### src/rtl/traffic_pkg.sv
// Shared types for the traffic signal monitor: light encodings, phases, decoded patterns.
// Also holds the fixed phase order and the default phase durations.
package traffic_pkg;

    typedef enum logic [1:0] {
        GREEN  = 2'd0,
        YELLOW = 2'd1,
        RED    = 2'd2,
        LEFT   = 2'd3
    } light_t;

    typedef enum logic [2:0] {
        NS_GREEN   = 3'd0,
        NS_YELLOW  = 3'd1,
        NS_LEFT    = 3'd2,
        NS_YELLOW2 = 3'd3,
        EW_LEFT    = 3'd4,
        EW_YELLOW  = 3'd5,
        EW_GREEN   = 3'd6,
        EW_YELLOW2 = 3'd7
    } phase_t;

    typedef enum logic [2:0] {
        PAT_NS_G,
        PAT_NS_Y,
        PAT_NS_L,
        PAT_EW_G,
        PAT_EW_Y,
        PAT_EW_L,
        PAT_ALL_RED,
        PAT_ILLEGAL
    } pattern_t;

    typedef enum logic {
        ST_SYNC,
        ST_TRACK
    } mon_state_t;

    localparam int DEF_DURATION_GREEN  = 40;
    localparam int DEF_DURATION_YELLOW = 5;
    localparam int DEF_DURATION_LEFT   = 20;

    function automatic phase_t next_phase(input phase_t p);
        case (p)
            NS_GREEN:   return NS_YELLOW;
            NS_YELLOW:  return EW_LEFT;
            EW_LEFT:    return EW_YELLOW;
            EW_YELLOW:  return EW_GREEN;
            EW_GREEN:   return EW_YELLOW2;
            EW_YELLOW2: return NS_LEFT;
            NS_LEFT:    return NS_YELLOW2;
            default:    return NS_GREEN;
        endcase
    endfunction

    // Both yellow phases of a pair share one light pattern.
    function automatic pattern_t phase_pattern(input phase_t p);
        case (p)
            NS_GREEN:               return PAT_NS_G;
            NS_YELLOW, NS_YELLOW2:  return PAT_NS_Y;
            NS_LEFT:                return PAT_NS_L;
            EW_GREEN:               return PAT_EW_G;
            EW_YELLOW, EW_YELLOW2:  return PAT_EW_Y;
            default:                return PAT_EW_L;
        endcase
    endfunction

endpackage

### src/rtl/traffic_pattern_decode.sv
// Classifies the four signal heads into one pattern; purely combinational.
// Latency 0; no backpressure.
module traffic_pattern_decode
    import traffic_pkg::*;
(
    input  logic [1:0] north,
    input  logic [1:0] south,
    input  logic [1:0] east,
    input  logic [1:0] west,
    output pattern_t   pattern
);

    logic ns_red;
    logic ew_red;

    assign ns_red = (north == RED) && (south == RED);
    assign ew_red = (east == RED) && (west == RED);

    always_comb begin
        pattern = PAT_ILLEGAL;
        if (ns_red && ew_red) begin
            pattern = PAT_ALL_RED;
        end else if (ew_red && (north == south)) begin
            case (north)
                GREEN:   pattern = PAT_NS_G;
                YELLOW:  pattern = PAT_NS_Y;
                LEFT:    pattern = PAT_NS_L;
                default: pattern = PAT_ILLEGAL;
            endcase
        end else if (ns_red && (east == west)) begin
            case (east)
                GREEN:   pattern = PAT_EW_G;
                YELLOW:  pattern = PAT_EW_Y;
                LEFT:    pattern = PAT_EW_L;
                default: pattern = PAT_ILLEGAL;
            endcase
        end
    end

endmodule

### src/rtl/traffic_signal_monitor.sv
// Tracks the intersection phase sequence and flags conflicts, order and timing errors.
// Latency 1 cycle from sampled lights to all outputs; free-running, no backpressure.
module traffic_signal_monitor
    import traffic_pkg::*;
#(
    parameter int DURATION_GREEN  = DEF_DURATION_GREEN,
    parameter int DURATION_YELLOW = DEF_DURATION_YELLOW,
    parameter int DURATION_LEFT   = DEF_DURATION_LEFT
) (
    input  logic        clk,
    input  logic        rst,
    input  logic [1:0]  north,
    input  logic [1:0]  south,
    input  logic [1:0]  east,
    input  logic [1:0]  west,
    input  logic        err_clear,
    output logic        locked,
    output logic [2:0]  phase,
    output logic        phase_change,
    output logic [7:0]  dwell,
    output logic [15:0] cycles_done,
    output logic        err_conflict,
    output logic        err_sequence,
    output logic        err_duration
);

    // Expected dwell (cycles) of each phase class; durations must stay <= 253.
    localparam logic [7:0] LIM_GREEN  = 8'(DURATION_GREEN + 1);
    localparam logic [7:0] LIM_YELLOW = 8'(DURATION_YELLOW + 1);
    localparam logic [7:0] LIM_LEFT   = 8'(DURATION_LEFT + 1);

    pattern_t   pat;
    mon_state_t state_q, state_d;
    phase_t     phase_q, phase_d;
    phase_t     nxt_ph;
    phase_t     acq_ph;
    logic       locked_q, locked_d;
    logic       pc_q, pc_d;
    logic [7:0] dwell_q, dwell_d;
    logic [7:0] dwell_inc;
    logic [7:0] cur_lim;
    logic [15:0] cycles_q, cycles_d;
    logic       err_conf_q, err_conf_d;
    logic       err_seq_q, err_seq_d;
    logic       err_dur_q, err_dur_d;
    logic       exempt_q, exempt_d;
    logic       conf_ev, seq_ev, dur_ev;
    logic       acq, drop;

    traffic_pattern_decode u_decode (
        .north   (north),
        .south   (south),
        .east    (east),
        .west    (west),
        .pattern (pat)
    );

    always_comb begin
        case (phase_q)
            NS_GREEN, EW_GREEN:                         cur_lim = LIM_GREEN;
            NS_YELLOW, NS_YELLOW2, EW_YELLOW, EW_YELLOW2: cur_lim = LIM_YELLOW;
            default:                                    cur_lim = LIM_LEFT;
        endcase
    end

    always_comb begin
        state_d   = state_q;
        phase_d   = phase_q;
        locked_d  = locked_q;
        pc_d      = 1'b0;
        dwell_d   = dwell_q;
        cycles_d  = cycles_q;
        exempt_d  = exempt_q;
        conf_ev   = 1'b0;
        seq_ev    = 1'b0;
        dur_ev    = 1'b0;
        acq       = 1'b0;
        acq_ph    = NS_GREEN;
        drop      = 1'b0;
        nxt_ph    = next_phase(phase_q);
        dwell_inc = (dwell_q == 8'hFF) ? dwell_q : dwell_q + 8'd1;

        case (state_q)
            ST_SYNC: begin
                case (pat)
                    PAT_NS_G:    begin acq = 1'b1; acq_ph = NS_GREEN; end
                    PAT_NS_L:    begin acq = 1'b1; acq_ph = NS_LEFT;  end
                    PAT_EW_G:    begin acq = 1'b1; acq_ph = EW_GREEN; end
                    PAT_EW_L:    begin acq = 1'b1; acq_ph = EW_LEFT;  end
                    PAT_ILLEGAL: conf_ev = 1'b1;
                    default:     ;
                endcase
                if (acq) begin
                    state_d  = ST_TRACK;
                    locked_d = 1'b1;
                    phase_d  = acq_ph;
                    dwell_d  = 8'd1;
                    // Lock may land mid-phase, so its length is unknown.
                    exempt_d = 1'b1;
                end
            end
            default: begin
                if (pat == PAT_ILLEGAL) begin
                    conf_ev = 1'b1;
                    drop    = 1'b1;
                end else if (pat == phase_pattern(phase_q)) begin
                    dwell_d = dwell_inc;
                    if (!exempt_q && (dwell_inc == cur_lim + 8'd1)) begin
                        dur_ev = 1'b1;
                    end
                end else if (pat == phase_pattern(nxt_ph)) begin
                    phase_d  = nxt_ph;
                    dwell_d  = 8'd1;
                    pc_d     = 1'b1;
                    exempt_d = 1'b0;
                    if (!exempt_q && (dwell_q != cur_lim)) begin
                        dur_ev = 1'b1;
                    end
                    if (phase_q == NS_YELLOW2) begin
                        cycles_d = cycles_q + 16'd1;
                    end
                end else begin
                    seq_ev = 1'b1;
                    drop   = 1'b1;
                end
                if (drop) begin
                    state_d  = ST_SYNC;
                    locked_d = 1'b0;
                    dwell_d  = 8'd0;
                    exempt_d = 1'b0;
                end
            end
        endcase

        // A new error outranks a simultaneous clear.
        err_conf_d = conf_ev | (err_conf_q & ~err_clear);
        err_seq_d  = seq_ev  | (err_seq_q  & ~err_clear);
        err_dur_d  = dur_ev  | (err_dur_q  & ~err_clear);
    end

    always_ff @(posedge clk) begin
        if (rst) begin
            state_q    <= ST_SYNC;
            phase_q    <= NS_GREEN;
            locked_q   <= 1'b0;
            pc_q       <= 1'b0;
            dwell_q    <= 8'd0;
            cycles_q   <= 16'd0;
            exempt_q   <= 1'b0;
            err_conf_q <= 1'b0;
            err_seq_q  <= 1'b0;
            err_dur_q  <= 1'b0;
        end else begin
            state_q    <= state_d;
            phase_q    <= phase_d;
            locked_q   <= locked_d;
            pc_q       <= pc_d;
            dwell_q    <= dwell_d;
            cycles_q   <= cycles_d;
            exempt_q   <= exempt_d;
            err_conf_q <= err_conf_d;
            err_seq_q  <= err_seq_d;
            err_dur_q  <= err_dur_d;
        end
    end

    assign locked       = locked_q;
    assign phase        = phase_q;
    assign phase_change = pc_q;
    assign dwell        = dwell_q;
    assign cycles_done  = cycles_q;
    assign err_conflict = err_conf_q;
    assign err_sequence = err_seq_q;
    assign err_duration = err_dur_q;

endmodule

### config.mk
export PLATFORM = sky130hd
export DESIGN_NAME = traffic_signal_monitor
export DESIGN_NICKNAME = d
export VERILOG_FILES = /design/src/rtl/traffic_pkg.sv /design/src/rtl/traffic_pattern_decode.sv /design/src/rtl/traffic_signal_monitor.sv
export SDC_FILE = /design/constraint.sdc
export NUM_CORES = 1
export LEC_CHECK = 0
export CAP_MARGIN = 20
export CORE_MARGIN = 10
export CORE_UTILIZATION = 30
export DETAILED_ROUTE_END_ITERATION = 8
export GPL_TIMING_DRIVEN = 1
export SYNTH_ARGS = -nofsm -noshare
export SYNTH_HDL_FRONTEND = slang
export SYNTH_SLANG_ARGS = --single-unit
### constraint.sdc
create_clock -name clk -period 3.8 [get_ports clk]
set_input_delay 1.14 -clock clk [delete_from_list [all_inputs] [get_ports clk]]
set_output_delay 1.14 -clock clk [all_outputs]
set_load 0.01 [all_outputs]
==> results.yml <==
floorplan:
  initial_core_util_pct: 30.7
  die_w_um: 114
  die_y_um: 114
  pin_count: 43
  rows: 34
  core_area_mm2: 0.00872
  die_area_mm2: 0.0131
placement:
  dp_cells: 502
  port-buffer-count: 42
  globalplace.congestion: 0.820
  hpwl_um: 5810
clock_network:
  clk_pin_slew_ps: 70
  clock_latency_ps: 290
  clkSinkCount: 34
  cts_buffers: 5
  htreeDepth: 2
  clock_path_buffers: 2
  cts_tree: "done"
  clockRootBuffer: "clkbuf_8"
cells_and_area:
  nNetsFinal: 428
  nFillCells: 842
  syn_to_final_growth_pct: 35.5
  layout-drive-gt1-share_pct: 17.3
  antenna_cells: 0
  multi_input_area_mm2: 0.00187
  final-seq-area_um2: 681
  stdcell_count: 512
  final_util_pct: 41.5
synth:
  synth_ff_type: "dfxtp_1"
  synthMuxAreaShare_pct: 0.374
  syn-num-nets: 357
  netlist_area_mm2: 0.00268
  synth_top_family_by_area: "simple AND/OR/NAND/NOR gates"
  yosys.area_share.adder_pct: 6.55
  synth_compound_area_share_pct: 27.2
  synth-seq-cells: 34
  synth_xor_area_share_pct: 6.55
  synth_top_area_cell: "dfxtp_1"
  synth_area_leaders: "dfxtp_1, ha_1, a21oi_1, nand2_1, nand3_1"
  syn_inst: 332
  avgSynthCellArea_um2: 8.06
  synth_top_area_share_pct: 25.4
  yosys_warnings: 0
  synth-simple-area-share_pct: 28.2
  async_flop_share_pct: 0
  yosysUniqueCellTypes: 71
  yosysSeqAreaShare_pct: 25.4
  synth_edf_count: 0
global_route:
  grt_max_degree: 23
  grt.total_usage_pct: 11.1
  overflow: 0
  grt_pass1_wl_um: 12400
  antenna_found_initial: 0
  grt_pass1_vias: 2628
routing:
  routedWlPerCell_um: 14.8
  drc: 0
  drt-total-wl_um: 7570
  vias: 2735
  dr.first_iter.drc_count: 223
  ant_nets: 0
  viasPerCell: 5.34
  dr.pass1.iters: 7
  wl_met2_um: 3650
  dr_wl_met3_um: 412
  top_layer: "met4"
  drt-met1-wl_um: 3400
setup_path:
  r2r_start: "phase[2]$_SDFFE_PP0P_"
  crit_start: "north[1]"
  path_max_fanout: 10
  crit_path_cell_trace: "clkdlybuf4s50_1, ha_1, nand3b_1, nor3_2, buf_4, o2bb2ai_4, xor2_2, buf_4, o311a_1, and3_1, buf_12, a31o_1, a21oi_1"
  cp.buffers_inverters: 4
  cp_slowest_stage_delay_ps: 550
  cp_data_arrival_time_ps: 3880
  critPathTopFamily: "buffers and inverters"
  critPathRequiredTime_ps: 4020
  slowest_stage: "clkdlybuf4s50_1"
  end_kind: "flip-flop"
  cp-start-kind: "primary input"
  worstSetupPathType: "primary input to flip-flop"
  crit_top_cell: "buf_4"
timing:
  fmax_mhz: 274
  setup_viol: 0
  min_period_ps: 3650
  maxSlewHeadroom_pct: 43.7
  min_period_over_period_pct: 96.2
  slew_viol_final: 0
  skew_ps: 9.08
  hold_viol_final: 0
  hold-worst-slack_ps: 460
  grt_setup_unrepaired: "yes"
  worst_slew_pin_slew_ps: 841
pwr:
  p_leak_nw: 1.29
  clkPwrFrac_pct: 47.6
  p_switching_w: 0.000190
  internal_power_w: 0.000663
  combPwrFrac_pct: 10.1
  seqPwrFrac_pct: 42.3
  vdd_drop_max_uv: 120
  switching_share_pct: 22.3
  power_density_mw_per_mm2: 235
min_path:
  min-delay-start: "err_conflict$_SDFF_PP0_"
  min_path_type: "flip-flop to flip-flop"
status:
  status: "finished clean"
run:
  maxCapViolCount: 0
[per-stage QoR]
stage	setup WS (ps)	cell area, µm²	TNS [ps]	total power (W)
after floorplan	515	2680	0	0.000411
after global routing	-2.78	3620	-2.78	0.000888
after detailed placement	-291	3440	-3540	0.000454
after CTS	29.0	3580	0	0.000861
final	146	3620	0	0.000853
after global placement	-203	3440	-2140	0.000452
[layout by cell type, fill, tap and decap left out, types with 3 or more instances in the layout]
| cell | instances |
|---|---|
| a211oi_1 | 5 |
| ha_1 | 14 |
| a311oi_1 | 4 |
| o31ai_1 | 4 |
| nand2_1 | 29 |
| buf_4 | 36 |
| nand2b_1 | 3 |
| nand4_1 | 5 |
| or3_1 | 8 |
| a21oi_1 | 29 |
| a31oi_1 | 4 |
| clkdlybuf4s50_1 | 41 |
| or2_2 | 3 |
| xnor2_1 | 12 |
| nor2_1 | 23 |
| o41ai_1 | 3 |
| a221oi_1 | 3 |
| dfxtp_1 | 34 |
| nand3_1 | 21 |
| and2_1 | 7 |
| clkbuf_8 | 5 |
| nor3_1 | 4 |
| and3_1 | 8 |
| xor2_1 | 6 |
| o21ai_0 | 10 |
| inv_1 | 18 |
| or4_1 | 5 |
[routing by layer]
layer  track usage, %  up-vias
met5                0        -
met4             4.01        0
met3             2.94        8
met2             18.6       54
met1             13.3     1287
li1                 -     1386
[worst min-delay path, cell delays in order, from the launching register on]
cell	delay, ps
dfxtp_1	310
nand2_1	50
a21oi_1	50
[state kept, by name, summed over array words and instances (netlist names)]
name / flops
dwell: 8
cycles_done: 16
phase_change: 1
exempt_q: 1
locked: 1
err_conflict: 1
err_duration: 1
err_sequence: 1
state_q: 1
phase: 3
[final cells by class]
| cell class | instances | area share (%) |
|---|---|---|
| repair buffers | 80 | 20.2 |
| clock buffers | 5 | 1.90 |
| multi-input cells | 264 | 51.6 |
| well taps | 108 | 3.73 |
| flip-flops and latches | 34 | 18.8 |
| inverters | 18 | 1.86 |
| clock inverters | 3 | 1.90 |
[Yosys cell counts (all sizes together) (6+ instances only)]
cell and number:
a211oi 6, a21oi 30, and2 7, and3 8
clkbuf 11, dfxtp 34, ha 14, inv 18
nand2 29, nand3 22, nand4 6, nor2 23
o21ai 11, or3 8, xnor2 12, xor2 8
[kinds of logic (layout without fill, tap and decap cells)]
kind of cell / count (synthesis) / count (layout)
flip-flops: 34 / 34
adder cells (fa/ha/maj): 14 / 14
AND/OR/NAND/NOR: 134 / 134
AO/OA/AOI/OAI: 95 / 95
multiplexers: 1 / 1
buffers and inverters: 34 / 106
XOR/XNOR: 20 / 20
[timing repair]
action	in CTS	in global routing
resized for setup	0	5
buffers inserted	0	2
hold buffers	0	0
setup endpoints to repair	0	12
[path summary, 6_finish.rpt]
check | to | slack, ps | depth (start not counted)
setup / recovery | cycles_done[5]$_SDFFE_PP0P_ | 150 | 13
hold reg to reg | err_conflict$_SDFF_PP0_ | 460 | 2
setup reg to reg | err_duration$_SDFF_PP0_ | 650 | 10
hold / removal | err_conflict$_SDFF_PP0_ | 460 | 2
[power by group through the flow]
stage / sequential (W) / combinational (W) / clock (W)
detailed placement: 0.000369 / 0.0000853 / 0
global placement: 0.000369 / 0.0000828 / 0
global route: 0.000361 / 0.0000937 / 0.000433
finish: 0.000361 / 0.0000862 / 0.000406
CTS: 0.000361 / 0.0000856 / 0.000415
floorplan: 0.000369 / 0.0000424 / 0
(Power assumes the default switching activity.)
